`src/rtl/div_unit.sv`:
```
// div_unit: iterative restoring divider for the DIV (signed) and UDIV
// (unsigned) ALU opcodes. One quotient bit is produced per clock on the
// operand magnitudes; the sign is applied as the result is registered.
//
// Ports:
//   i_clk          clock, rising edge
//   i_reset        synchronous, active-high reset
//   i_wr           start strobe, accepted only while o_busy is low
//   i_signed       1 = signed divide, 0 = unsigned (sampled with i_wr)
//   i_numerator    dividend (sampled with i_wr)
//   i_denominator  divisor (sampled with i_wr)
//   o_busy         high while a division is iterating
//   o_valid        one-cycle completion pulse
//   o_err          divide-by-zero flag, qualified by o_valid
//   o_quotient     result, held until the next completion
module div_unit #(
    parameter int unsigned BW   = 32,
    parameter int unsigned LGBW = 5
) (
    input  logic          i_clk,
    input  logic          i_reset,
    input  logic          i_wr,
    input  logic          i_signed,
    input  logic [BW-1:0] i_numerator,
    input  logic [BW-1:0] i_denominator,
    output logic          o_busy,
    output logic          o_valid,
    output logic          o_err,
    output logic [BW-1:0] o_quotient
);

    typedef enum logic {
        S_IDLE = 1'b0,
        S_RUN  = 1'b1
    } state_t;

    state_t          state;
    logic [BW-1:0]   dividend;   // shifts out dividend MSBs, shifts in quotient bits
    logic [BW-1:0]   divisor;    // divisor magnitude
    logic [BW-1:0]   rem;        // partial remainder, always < divisor
    logic            neg_result;
    logic [LGBW-1:0] count;

    // Operand magnitudes at the start edge; abs(0x80000000) stays 0x80000000
    // and is then treated as unsigned.
    logic [BW-1:0] num_mag;
    logic [BW-1:0] den_mag;
    assign num_mag = (i_signed && i_numerator[BW-1])   ? BW'(-i_numerator)   : i_numerator;
    assign den_mag = (i_signed && i_denominator[BW-1]) ? BW'(-i_denominator) : i_denominator;

    // One restoring step: the shifted remainder needs one extra bit.
    logic [BW:0]   rem_shift;
    logic [BW:0]   rem_diff;
    logic          q_bit;
    logic [BW-1:0] q_next;
    assign rem_shift = {rem, dividend[BW-1]};
    assign rem_diff  = rem_shift - {1'b0, divisor};
    assign q_bit     = (rem_shift >= {1'b0, divisor});
    assign q_next    = {dividend[BW-2:0], q_bit};

    // Control FSM and datapath
    always_ff @(posedge i_clk) begin
        if (i_reset) begin
            state      <= S_IDLE;
            dividend   <= '0;
            divisor    <= '0;
            rem        <= '0;
            neg_result <= 1'b0;
            count      <= '0;
            o_busy     <= 1'b0;
            o_valid    <= 1'b0;
            o_err      <= 1'b0;
            o_quotient <= '0;
        end else begin
            o_valid <= 1'b0;
            case (state)
                S_IDLE: begin
                    if (i_wr) begin
                        o_err <= 1'b0;
                        if (i_denominator == '0) begin
                            // Divide-by-zero completes immediately without iterating.
                            o_valid    <= 1'b1;
                            o_err      <= 1'b1;
                            o_quotient <= '0;
                        end else begin
                            dividend   <= num_mag;
                            divisor    <= den_mag;
                            rem        <= '0;
                            neg_result <= i_signed & (i_numerator[BW-1] ^ i_denominator[BW-1]);
                            count      <= LGBW'(BW - 1);
                            o_busy     <= 1'b1;
                            state      <= S_RUN;
                        end
                    end
                end
                S_RUN: begin
                    rem      <= q_bit ? rem_diff[BW-1:0] : rem_shift[BW-1:0];
                    dividend <= q_next;
                    count    <= count - LGBW'(1);
                    if (count == '0) begin
                        // Last bit: sign-correct and publish in the same edge.
                        o_quotient <= neg_result ? BW'(-q_next) : q_next;
                        o_err      <= 1'b0;
                        o_valid    <= 1'b1;
                        o_busy     <= 1'b0;
                        state      <= S_IDLE;
                    end
                end
                default: state <= S_IDLE;
            endcase
        end
    end

endmodule

```
`config.mk`:
```
export PLATFORM = sky130hd
export DESIGN_NAME = div_unit
export DESIGN_NICKNAME = d
export VERILOG_FILES = /design/src/rtl/div_unit.sv
export SDC_FILE = /design/constraint.sdc
export NUM_CORES = 1
export LEC_CHECK = 0
export ABC_AREA = 0
export BUFFER_PORTS_ARGS = -buffer_cell sky130_fd_sc_hd__buf_2
export CORE_MARGIN = 1.5
export CORE_UTILIZATION = 50
export DETAILED_ROUTE_END_ITERATION = 7
export PLACE_DENSITY_LB_ADDON = 0.1
export SYNTH_ARGS = -nofsm -noshare
export SYNTH_HDL_FRONTEND = slang
export SYNTH_SLANG_ARGS = --single-unit
```
`constraint.sdc`:
```
create_clock -name i_clk -period 8.5 [get_ports i_clk]
set_input_delay 1.7 -clock i_clk [delete_from_list [all_inputs] [get_ports i_clk]]
set_output_delay 1.7 -clock i_clk [all_outputs]
set_load 0.01 [all_outputs]
```
==> results.py <==
metrics = {
    "place": {
        "dp_hpwl_um": 17200,
        "port_buffers": 102,
        "place_congestion": 0.898,
        "dp_slack_ns": 3.65,
    },
    "synthesis": {
        "syn_area_um2": 8680,
        "synth.yosys.seq_area_share": 0.318,
        "async_flop_share": 0,
        "syn_inst": 1110,
        "synth_edf_count": 0,
        "avgSynthCellArea_um2": 7.82,
        "synth_cell_types": 70,
        "synth_warnings": 0,
        "synth_flop_cell": "dfxtp_1",
        "syn_nets": 1216,
        "yosys_register_bits": 138,
    },
    "pwr": {
        "seqPwrFrac": 0.265,
        "p_sw_mw": 1.27,
        "ir_worst_vdd_uv": 363,
        "power_density_nw_per_um2": 309,
        "p_comb_frac": 0.478,
        "p_sw_frac": 0.415,
        "total_power_mw": 3.07,
        "p_int_mw": 1.79,
        "p_clk_frac": 0.257,
        "leakage_nw": 3.92,
    },
    "floorplan": {
        "coreArea_um2": 16800,
        "dieArea_um2": 18200,
        "die_x_um": 135,
        "design.portCount": 103,
        "start_util": 0.518,
        "rows": 47,
        "die_h_um": 135,
    },
    "final_layout": {
        "regArea_um2": 2760,
        "final_net_count": 1288,
        "syn_to_final_growth_pct": 14.4,
        "final_cell_mix": "nor2_1 (142), dfxtp_1 (137), nand2_1 (111)",
        "antenna_cells": 0,
        "layout_commonest_cell": "nor2_1",
        "multi_input_area_um2": 5500,
        "fill_cells": 1569,
        "layout-drive-gt1-share": 0.136,
        "post-route-util": 0.593,
    },
    "sta": {
        "tns_ns": 0,
        "min_period_ns": 4.45,
        "fin_hold_ws_ns": 0.447,
        "period_share": 0.523,
        "maxSlewViolCount": 0,
        "relSlewSlack": 0.213,
        "fin_ws_ns": 4.05,
        "tightestPinTransition_ns": 1.17,
        "setup_viol": 0,
        "max_clock_freq_mhz": 225,
        "rsz0062_at_grt": "false",
        "final_hold_viol_count": 0,
        "finClkSkew_ns": 0.0125,
    },
    "setup_path": {
        "max_stage_delay_ns": 0.57,
        "cp-end-kind": "flip-flop",
        "critPathLaunchType": "primary input",
        "critical_path.max_fanout": 32,
        "cp_top_family": "simple AND/OR/NAND/NOR gates",
        "slowest_stage": "nor4_1",
        "crit_required_ns": 8.85,
        "crit_buf_inv": 2,
        "cp_cell_sequence": "buf_2 -> nor4_1 -> nand4_1 -> nor2_1 -> nand3_1 -> nand2_1 -> nand2b_1 -> nor2_2 -> buf_4 -> a22oi_1 -> o21ai_0",
        "critical_path_class": "primary input to flip-flop",
        "cp.arrival_ns": 4.79,
    },
    "clock_network": {
        "postCtsSetupBuffers": 0,
        "cts-root-buf": "clkbuf_16",
        "insertion_delay_ns": 0.43,
        "hold_buffers": 0,
        "clock-sinks": 138,
        "cts_tree": "built",
        "h-tree-depth": 4,
        "path_clk_slew_ns": 0.06,
        "cts_max_path_buffers": 2,
        "numCtsBuffers": 17,
        "ctsResizeCount": 0,
    },
    "drt": {
        "drtIter0Drc": 758,
        "drt-vias-per-instance": 5.74,
        "routed_wl_um": 23700,
        "wire_per_inst_um": 16.8,
        "via_count": 8128,
        "ant_nets": 0,
        "drc": 0,
        "dr.pass1.iters": 6,
    },
    "grt": {
        "grt_start_max_net_pins": 83,
        "first_global_vias": 7327,
        "grt_pass1_wl_um": 38000,
        "grt_use_total": 0.266,
        "globalRouteOverflowTotal": 0,
        "antenna_found_initial": 0,
    },
    "run_status": {
        "outcome": "completed",
    },
    "worst_hold_path": {
        "worst_hold_path_type": "flip-flop to flip-flop",
    },
    "run": {
        "max-cap-violations": 0,
    },
}
-- registers in the layout, summed over array words and instances, names as in the netlist --
name and count:
dividend 32, divisor 32, o_quotient 32, rem 32
count 5, neg_result 1, o_busy 1, o_err 1
o_valid 1, state 1
-- path summary, 6_finish.rpt --
| kind | start | to | slack, ns | cells past startpoint |
|---|---|---|---|---|
| worst min-delay path | o_quotient[31]$_SDFFE_PP0P_ | o_quotient[31]$_SDFFE_PP0P_ | 0.45 | 2 |
| worst max register to register | divisor[14]$_SDFFE_PP0P_ | o_quotient[26]$_SDFFE_PP0P_ | 4.42 | 17 |
| worst min register to register | o_quotient[31]$_SDFFE_PP0P_ | o_quotient[31]$_SDFFE_PP0P_ | 0.45 | 2 |
| worst max-delay path | i_denominator[4] | rem[20]$_SDFFE_PP0P_ | 4.05 | 11 |
-- synthesized netlist by cell type, types with 5 or more instances --
master,number,area share
a211oi_1,43,0.037
a21o_1,10,0.0086
a21oi_1,80,0.046
a221oi_1,12,0.012
a222oi_1,10,0.012
a22oi_1,18,0.016
a31oi_1,10,0.0072
and2_1,7,0.0050
buf_2,7,0.0040
clkbuf_1,44,0.019
dfxtp_1,138,0.32
ha_1,37,0.053
inv_1,53,0.023
mux2i_1,10,0.012
nand2_1,111,0.048
nand2b_1,15,0.011
nand3_1,12,0.0069
nand4_1,8,0.0058
nor2_1,143,0.062
nor3_1,26,0.015
nor4_1,7,0.0050
o21ai_0,71,0.041
o31ai_1,22,0.019
o41ai_1,11,0.011
or3_1,11,0.0079
or4_1,5,0.0043
xnor2_1,63,0.064
xor2_1,56,0.057
-- per-stage QoR --
step	area [um2]	instances
floorplan	8680	1110
global placement	9310	1383
detailed placement	9310	1383
CTS	9930	1415
global route	9930	1415
finish	9930	1415
-- cells by family after synthesis --
group           share of synthesized area
buf+inv                            0.0507
xor+xnor                            0.120
flops                               0.318
fa+ha+maj                          0.0556
compound gates                      0.247
mux                                0.0115
simple gates                        0.197
-- worst min-delay path, stage by stage, from the launching register on --
cell	delay, ns
dfxtp_1	0.31
nand2_1	0.05
o21ai_1	0.05
-- power groups by stage --
| stage | Clock, mW | Combinational [mW] | Sequential [mW] |
|---|---|---|---|
| 2_1_floorplan | 0 | 1.16 | 0.797 |
| 3_3_place_gp | 0 | 1.44 | 0.822 |
| 3_5_place_dp | 0 | 1.44 | 0.823 |
| 4_1_cts | 0.801 | 1.45 | 0.810 |
| 5_1_grt | 0.826 | 1.62 | 0.823 |
| 6_report | 0.788 | 1.46 | 0.814 |
-- final cells by class --
type                       count  share of cell area
sequential                   138               0.278
timing repair buffer         109              0.0567
clock buffer                  18              0.0442
inverter                      54              0.0204
clock inverter                14              0.0186
tap                          220              0.0277
multi-input combinational    862               0.554
-- metal layers --
layer  vias to the layer above  track usage  wire length [um]
met5                         -            0                 0
met1                      3741        0.408             12000
met4                         0       0.0705               233
met3                        19       0.0428              1620
li1                       4120            -                 -
met2                       248        0.381              9930
(Power assumes the default switching activity.)
